### src/rtl/dispatch_queue_pkg.sv
// Shared types and RV32 decode constants for the dispatch queue between IF and issue.
package dispatch_queue_pkg;

    typedef struct packed {
        logic [31:0] inst;
        logic [31:0] pc;
        logic [31:0] npc;
    } if_id_packet_t;

    localparam logic [31:0] WFI_INST  = 32'h1050_0073;
    localparam logic [6:0]  OPC_LOAD  = 7'b0000011;
    localparam logic [6:0]  OPC_STORE = 7'b0100011;

    function automatic logic is_mem_op(input logic [31:0] inst);
        return (inst[6:0] == OPC_LOAD) || (inst[6:0] == OPC_STORE);
    endfunction

    function automatic logic is_wfi(input logic [31:0] inst);
        return inst == WFI_INST;
    endfunction

endpackage

### src/rtl/dispatch_queue_if.sv
// Fetch-side and issue-side bundle of the dispatch queue.
interface dispatch_queue_if
    import dispatch_queue_pkg::*;
#(
    parameter int FETCH_WIDTH = 2,
    parameter int ISSUE_WIDTH = 2,
    parameter int CRD_W       = $clog2(ISSUE_WIDTH) + 1
);

    // Fetch side: a group (in_valid, contiguous from lane 0) is taken on a cycle where
    // in_ready is high; otherwise the producer holds it. Issue side has no ready: every
    // out_valid lane is consumed that cycle, and the credits bound how many may be raised.
    logic [FETCH_WIDTH-1:0]                in_valid;
    if_id_packet_t [FETCH_WIDTH-1:0]       in_packet;
    logic                                  in_ready;
    logic [CRD_W-1:0]                      rob_credit;
    logic [CRD_W-1:0]                      rs_credit;
    logic [ISSUE_WIDTH-1:0]                out_valid;
    if_id_packet_t [ISSUE_WIDTH-1:0]       out_packet;

    modport master (
        output in_valid, in_packet, rob_credit, rs_credit,
        input  in_ready, out_valid, out_packet
    );

    modport slave (
        input  in_valid, in_packet, rob_credit, rs_credit,
        output in_ready, out_valid, out_packet
    );

endinterface

### src/rtl/dispatch_queue_select.sv
// Release-count selection: truncates the head window by occupancy, credits,
// the per-cycle load/store cap and the first WFI.
module dq_select
    import dispatch_queue_pkg::*;
#(
    parameter int  ISSUE_WIDTH   = 2,
    parameter int  DEPTH         = 8,
    parameter int  MEM_PER_CYCLE = 1,
    localparam int OCC_W         = $clog2(DEPTH) + 1,
    localparam int CRD_W         = $clog2(ISSUE_WIDTH) + 1
) (
    input  logic [ISSUE_WIDTH-1:0][31:0] head_inst_i,
    input  logic [OCC_W-1:0]             occupancy_i,
    input  logic [CRD_W-1:0]             rob_credit_i,
    input  logic [CRD_W-1:0]             rs_credit_i,
    output logic [CRD_W-1:0]             count_o
);

    int   lim;
    int   mem_cnt;
    int   cnt;
    logic stop;

    always_comb begin
        lim = ISSUE_WIDTH;
        if (int'(occupancy_i) < lim) lim = int'(occupancy_i);
        if (int'(rob_credit_i) < lim) lim = int'(rob_credit_i);
        if (int'(rs_credit_i) < lim) lim = int'(rs_credit_i);

        cnt     = 0;
        mem_cnt = 0;
        stop    = 1'b0;
        // A load/store beyond the cap blocks itself; a WFI is released but blocks its successors.
        for (int i = 0; i < ISSUE_WIDTH; i++) begin
            if (!stop && (i < lim)) begin
                if (is_mem_op(head_inst_i[i])) begin
                    if (mem_cnt >= MEM_PER_CYCLE) stop = 1'b1;
                    else mem_cnt = mem_cnt + 1;
                end
                if (!stop) begin
                    cnt = cnt + 1;
                    if (is_wfi(head_inst_i[i])) stop = 1'b1;
                end
            end
        end
        count_o = CRD_W'(cnt);
    end

endmodule

### src/rtl/dispatch_queue.sv
// In-order dispatch queue: circular buffer between IF and the parallel issue stages,
// with credit-limited release, WFI halt and flush.
module dispatch_queue
    import dispatch_queue_pkg::*;
#(
    parameter int  FETCH_WIDTH   = 2,
    parameter int  ISSUE_WIDTH   = 2,
    parameter int  DEPTH         = 8,
    parameter int  MEM_PER_CYCLE = 1,
    localparam int PTR_W         = $clog2(DEPTH),
    localparam int OCC_W         = PTR_W + 1,
    localparam int CRD_W         = $clog2(ISSUE_WIDTH) + 1
) (
    input  logic             clock_i,
    input  logic             reset_i,
    input  logic             flush_i,
    dispatch_queue_if.slave  bus,
    output logic [OCC_W-1:0] occupancy_o,
    output logic             halted_o
);

    if_id_packet_t                   entries_q [DEPTH];
    logic [PTR_W-1:0]                head_q, head_d;
    logic [PTR_W-1:0]                tail_q, tail_d;
    logic [OCC_W-1:0]                occ_q, occ_d;
    logic                            halted_q, halted_d;

    logic                            in_ready;
    logic                            enq;
    logic [OCC_W-1:0]                enq_cnt;
    logic                            issue_en;
    logic [CRD_W-1:0]                sel_cnt;
    logic [CRD_W-1:0]                rel_cnt;
    logic                            wfi_rel;
    logic [ISSUE_WIDTH-1:0]          out_valid;
    if_id_packet_t [ISSUE_WIDTH-1:0] head_pkt;
    logic [ISSUE_WIDTH-1:0][31:0]    head_inst;

    always_comb begin
        for (int i = 0; i < ISSUE_WIDTH; i++) begin
            head_pkt[i]  = entries_q[head_q + PTR_W'(i)];
            head_inst[i] = head_pkt[i].inst;
        end
    end

    dq_select #(
        .ISSUE_WIDTH   (ISSUE_WIDTH),
        .DEPTH         (DEPTH),
        .MEM_PER_CYCLE (MEM_PER_CYCLE)
    ) u_select (
        .head_inst_i  (head_inst),
        .occupancy_i  (occ_q),
        .rob_credit_i (bus.rob_credit),
        .rs_credit_i  (bus.rs_credit),
        .count_o      (sel_cnt)
    );

    // Space check uses start-of-cycle occupancy only; a same-cycle release does not help.
    assign in_ready = reset_i && ((DEPTH - int'(occ_q)) >= FETCH_WIDTH);
    assign enq      = in_ready && !flush_i;
    assign issue_en = reset_i && !flush_i && !halted_q;
    assign rel_cnt  = issue_en ? sel_cnt : '0;

    always_comb begin
        enq_cnt = '0;
        for (int i = 0; i < FETCH_WIDTH; i++) begin
            if (bus.in_valid[i]) enq_cnt = enq_cnt + OCC_W'(1);
        end
        if (!enq) enq_cnt = '0;
    end

    always_comb begin
        out_valid = '0;
        wfi_rel   = 1'b0;
        for (int i = 0; i < ISSUE_WIDTH; i++) begin
            out_valid[i] = CRD_W'(i) < rel_cnt;
            if (out_valid[i] && is_wfi(head_inst[i])) wfi_rel = 1'b1;
        end
    end

    always_comb begin
        tail_d   = tail_q + PTR_W'(enq_cnt);
        head_d   = head_q + PTR_W'(rel_cnt);
        occ_d    = occ_q + enq_cnt - OCC_W'(rel_cnt);
        halted_d = halted_q | wfi_rel;
        if (flush_i) begin
            tail_d   = '0;
            head_d   = '0;
            occ_d    = '0;
            halted_d = 1'b0;
        end
    end

    always_ff @(posedge clock_i) begin
        if (!reset_i) begin
            head_q   <= '0;
            tail_q   <= '0;
            occ_q    <= '0;
            halted_q <= 1'b0;
        end else begin
            head_q   <= head_d;
            tail_q   <= tail_d;
            occ_q    <= occ_d;
            halted_q <= halted_d;
            assert ((bus.in_valid & (bus.in_valid + FETCH_WIDTH'(1))) == '0);
            assert (int'(bus.rob_credit) <= ISSUE_WIDTH);
            assert (int'(bus.rs_credit) <= ISSUE_WIDTH);
            assert (int'(occ_q) <= DEPTH);
        end
    end

    // Payload storage carries no reset; validity is tracked by the pointers and occupancy.
    always_ff @(posedge clock_i) begin
        if (enq) begin
            for (int i = 0; i < FETCH_WIDTH; i++) begin
                if (bus.in_valid[i]) entries_q[tail_q + PTR_W'(i)] <= bus.in_packet[i];
            end
        end
    end

    assign bus.in_ready   = in_ready;
    assign bus.out_valid  = out_valid;
    assign bus.out_packet = head_pkt;
    assign occupancy_o    = occ_q;
    assign halted_o       = halted_q;

endmodule

### src/flat_wrapper.sv
// flat-port wrapper written by rule: the top's interface ports become plain ports
module dispatch_queue_flat import dispatch_queue_pkg::*;
#(
    parameter int  FETCH_WIDTH   = 2,
    parameter int  ISSUE_WIDTH   = 2,
    parameter int  DEPTH         = 8,
    parameter int  MEM_PER_CYCLE = 1,
    localparam int PTR_W         = $clog2(DEPTH),
    localparam int OCC_W         = PTR_W + 1,
    localparam int CRD_W         = $clog2(ISSUE_WIDTH) + 1
)
  (clock_i, reset_i, flush_i, occupancy_o, halted_o, bus_in_valid, bus_in_packet, bus_rob_credit, bus_rs_credit, bus_in_ready, bus_out_valid, bus_out_packet);
  dispatch_queue_if #(.FETCH_WIDTH(FETCH_WIDTH), .ISSUE_WIDTH(ISSUE_WIDTH)) bus_i ();
  input  logic clock_i;
  input  logic reset_i;
  input  logic flush_i;
  output logic [OCC_W-1:0] occupancy_o;
  output logic halted_o;
  input wire logic [$bits(bus_i.in_valid)-1:0] bus_in_valid;
  input wire logic [$bits(bus_i.in_packet)-1:0] bus_in_packet;
  input wire logic [$bits(bus_i.rob_credit)-1:0] bus_rob_credit;
  input wire logic [$bits(bus_i.rs_credit)-1:0] bus_rs_credit;
  output wire logic [$bits(bus_i.in_ready)-1:0] bus_in_ready;
  output wire logic [$bits(bus_i.out_valid)-1:0] bus_out_valid;
  output wire logic [$bits(bus_i.out_packet)-1:0] bus_out_packet;
  assign bus_i.in_valid = bus_in_valid;
  assign bus_i.in_packet = bus_in_packet;
  assign bus_i.rob_credit = bus_rob_credit;
  assign bus_i.rs_credit = bus_rs_credit;
  assign bus_in_ready = bus_i.in_ready;
  assign bus_out_valid = bus_i.out_valid;
  assign bus_out_packet = bus_i.out_packet;
  dispatch_queue #(.FETCH_WIDTH(FETCH_WIDTH), .ISSUE_WIDTH(ISSUE_WIDTH), .DEPTH(DEPTH), .MEM_PER_CYCLE(MEM_PER_CYCLE)) u_core (.clock_i(clock_i), .reset_i(reset_i), .flush_i(flush_i), .bus(bus_i), .occupancy_o(occupancy_o), .halted_o(halted_o));
endmodule
### config.mk
export PLATFORM = sky130hd
export DESIGN_NAME = dispatch_queue_flat
export DESIGN_NICKNAME = d
export VERILOG_FILES = /design/src/rtl/dispatch_queue_pkg.sv /design/src/rtl/dispatch_queue_if.sv /design/src/rtl/dispatch_queue_select.sv /design/src/rtl/dispatch_queue.sv /design/src/flat_wrapper.sv
export SDC_FILE = /design/constraint.sdc
export NUM_CORES = 2
export LEC_CHECK = 0
export CAP_MARGIN = 10
export CELL_PAD_IN_SITES_DETAIL_PLACEMENT = 0
export CELL_PAD_IN_SITES_GLOBAL_PLACEMENT = 1
export CORE_ASPECT_RATIO = 1.1
export CORE_MARGIN = 1.5
export CORE_UTILIZATION = 50
export DETAILED_ROUTE_END_ITERATION = 8
export DONT_BUFFER_PORTS = 1
export GPL_ROUTABILITY_DRIVEN = 0
export HOLD_SLACK_MARGIN = 0.12
export PLACE_DENSITY = 0.86
export SLEW_MARGIN = 20
export SYNTH_ARGS = -nofsm -noshare
export SYNTH_HDL_FRONTEND = slang
export SYNTH_SLANG_ARGS = --single-unit
### constraint.sdc
create_clock -name clock_i -period 9.7 [get_ports clock_i]
set_input_delay 1.94 -clock clock_i [delete_from_list [all_inputs] [get_ports clock_i]]
set_output_delay 1.94 -clock clock_i [all_outputs]
set_load 0.005 [all_outputs]
==> results.toml <==
[cells_and_area]
mostFrequentLayoutCell = "mux2_2"
area_growth_syn_to_layout_pct = 8.28
sequential_standard_cell_area_um2 = 23300
multi_input_comb_area_um2 = 20900
final_core_util_pct = 54.6
finish.instance_area_um2 = 48800
final_nets = 2712
layout.filler_cells = 6761
commonest_cells_after_routing_fill_and_taps_aside = "mux2_2 (944), edfxtp_1 (768), mux4_2 (331), clkbuf_16 (87), mux2i_1 (71)"
share_of_final_layout_standard_cells_stronger_than_drive_strength_1_pct = 57.5

[floorplan]
die-width_um = 289
fp.coreArea_um2 = 89400
floorplan.rows = 115
floorplan_die_area_um2 = 92000
die_height_um = 318
starting_density_of_the_core_pct = 50.4
ioPinCount = 401

[timing]
setup_violations = 0
slew_viol_final = 0
clock-skew-final_ns = 0.0190
fin_hold_ws_ns = 0.629
setup_total_negative_slack_ns = 0
finalWorstPathRequiredPeriod_ns = 7.67
tcrit_tclk_final_pct = 79.1
grt_setup_unrepaired = "no"
timing.max_slew.rel_slack_pct = 23.0
timing_worst_slew_pin_value_ns = 1.16
finalHoldViolations = 0
fmax_ghz = 0.130

[clock_network]
worst_skew_pair.late_latency_ns = 0.67
hold_buffer_count_at_cts = 0
cts.repair_timing.setup_buffer_count = 0
cts_max_path_buffers = 3
cts_num_sinks = 779
clock_tree_from_tritoncts = "yes"
clkTransAtPathRegs_ns = 0.06
total_clock_buffers_created_by_cts = 85
cts_resized = 0
clockRootBuffer = "clkbuf_16"
htree_num_levels = 3

[synth]
yosysWarnings = 0
yosysTopAreaCell = "edfxtp_1"
synth.area.top_cells = "edfxtp_1 (51%), mux2_2 (24%), mux4_2 (17%)"
share_of_the_yosys_chip_area_belonging_to_registers_pct = 51.6
synth_top_area_share_pct = 51.2
async_flop_share_pct = 0
postSynthRegisterBits = 779
synth_cells = 2550
synth_cell_types = 56
synth_flop_cell = "edfxtp_1"
synth_fp_nets = 2771
synth.cell_area_um2 = 45100
synth_enable_flop_cells = 768
synth.avg_cell_area_um2 = 17.7

[route]
wirelength_um = 128000
first_iter_violations = 2512
route.detailed.wl_per_inst_um = 34.3
drt_drc_violations_left = 0
antenna_violating_nets_post_route = 0
drt-vias-per-instance = 6.85
firstDrtPassIters = 5
routedLengthMet1_um = 45600
num_vias = 25553
met3RoutedLength_um = 13300
total_length_of_routed_met2_wires_um = 65100
top_signal_layer_used = "met4"

[grt]
globalRouteOverflowTotal = 0
grt_start_max_net_pins = 134
global_route_wire_length_before_repair_um = 184000
grt_pass1_vias = 27381
grt_antenna_before_repair = 1
grtUsageTotal_pct = 27.5

[setup_path]
crit_path_max_fanout = 52
critical_path.endpoint_type = "output pin"
data_required_time_at_the_worst_endpoint_ns = 7.76
crit_arrival_ns = 5.73
setup.worst_path.class = "flip-flop to output pin"
start_kind = "flip-flop"

[place]
placement.io_buffers = 0
place_hpwl_um = 75800
post_dp_cell_area_um2 = 46100

[power_and_ir_drop]
static-leakage-power_uw = 0.0149
total_power_uw = 8920
power_per_cell_area_nw_per_um2 = 183
irDropWorstVdd_mv = 0.134

[run]
max_cap_viol_count = 0

[run_status]
run_status = "finished, final reports clean"

[worst_hold_path]
holdCritPathClass = "flip-flop to flip-flop"
## synth_stat cells, types with 4 or more instances
master / instances
buf_6: 6
o21ai_0: 6
edfxtp_1: 768
and2_1: 10
nor2_1: 33
dfxtp_1: 11
buf_4: 10
fa_1: 4
mux2i_1: 71
mux4_2: 331
ha_1: 16
clkbuf_1: 33
o21bai_1: 4
mux2_2: 944
buf_2: 131
mux4_1: 24
nand2b_1: 6
inv_1: 30
o22ai_1: 11
a221oi_1: 7
buf_1: 14
nor2b_1: 4
a21oi_1: 4
xor2_1: 4
nand2_1: 11
nand4_1: 6
o31ai_1: 4
nor4_1: 6
## layout make-up
| class | count | share of cell area (%) |
|---|---|---|
| clock inverter | 47 | 0.920 |
| multi-input combinational | 1545 | 42.7 |
| inverter | 30 | 0.231 |
| sequential | 779 | 47.7 |
| clock buffer | 106 | 4.61 |
| timing repair buffer | 50 | 0.802 |
| antenna | 1 | 0.00513 |
| tap | 1170 | 3.00 |
## where the power goes
group	internal (µW)	leakage [µW]	switching, µW	total (µW)
sequential	3830	0.00702	68.3	3900
combinational	918	0.00655	925	1840
clock	1810	0.00131	1370	3180
## critical path, cell delays in order (launching register included)
cell,delay (ns)
dfxtp_4,0.95
buf_4,0.70
mux2i_1,0.29
mux4_2,0.28
nand4_1,0.19
nor4_1,0.76
nand4_1,0.45
o31ai_1,0.21
nand2_1,0.10
ha_1,0.27
nor2_1,0.05
a2111oi_2,0.57
or2_1,0.20
## metrics by stage
stage,setup slack [ns],instances
4_1_cts,2.10,3727
6_report,2.03,3728
3_3_place_gp,2.44,3573
3_5_place_dp,2.48,3574
5_1_grt,1.85,3727
2_1_floorplan,2.20,2550
## path summary, 6_finish.rpt
| path | from | end | slack [ns] | cells after the start |
|---|---|---|---|---|
| max | u_core.head_q[1] | bus_out_valid[0] | 2.03 | 12 |
| min | u_core.halted_o | u_core.halted_o | 0.63 | 1 |
| max reg2reg | u_core.head_q[1] | u_core.occupancy_o[3] | 3.43 | 17 |
| min reg2reg | u_core.halted_o | u_core.halted_o | 0.63 | 1 |
## registers in the layout (all words and copies together), names as in the netlist
signal,cells
u_core.entries_q,768
u_core.occupancy_o,4
u_core.head_q,3
u_core.tail_q,3
u_core.halted_o,1
## routing by layer
metal / track usage, % / vias up
met5: 0 / -
met1: 32.6 / 13512
met3: 8.39 / 219
met2: 46.7 / 1279
li1: - / 10543
met4: 10.8 / 0
## cells by family after synthesis
kind of cell    Yosys count  share of synthesized area (%)
compound gates           47                          0.741
fa+ha+maj                20                          0.622
mux                    1370                           43.1
simple gates            101                           1.26
xor+xnor                  7                          0.136
buf+inv                 226                           2.50
flops                   779                           51.6
Power figures use the tool's default switching activity.
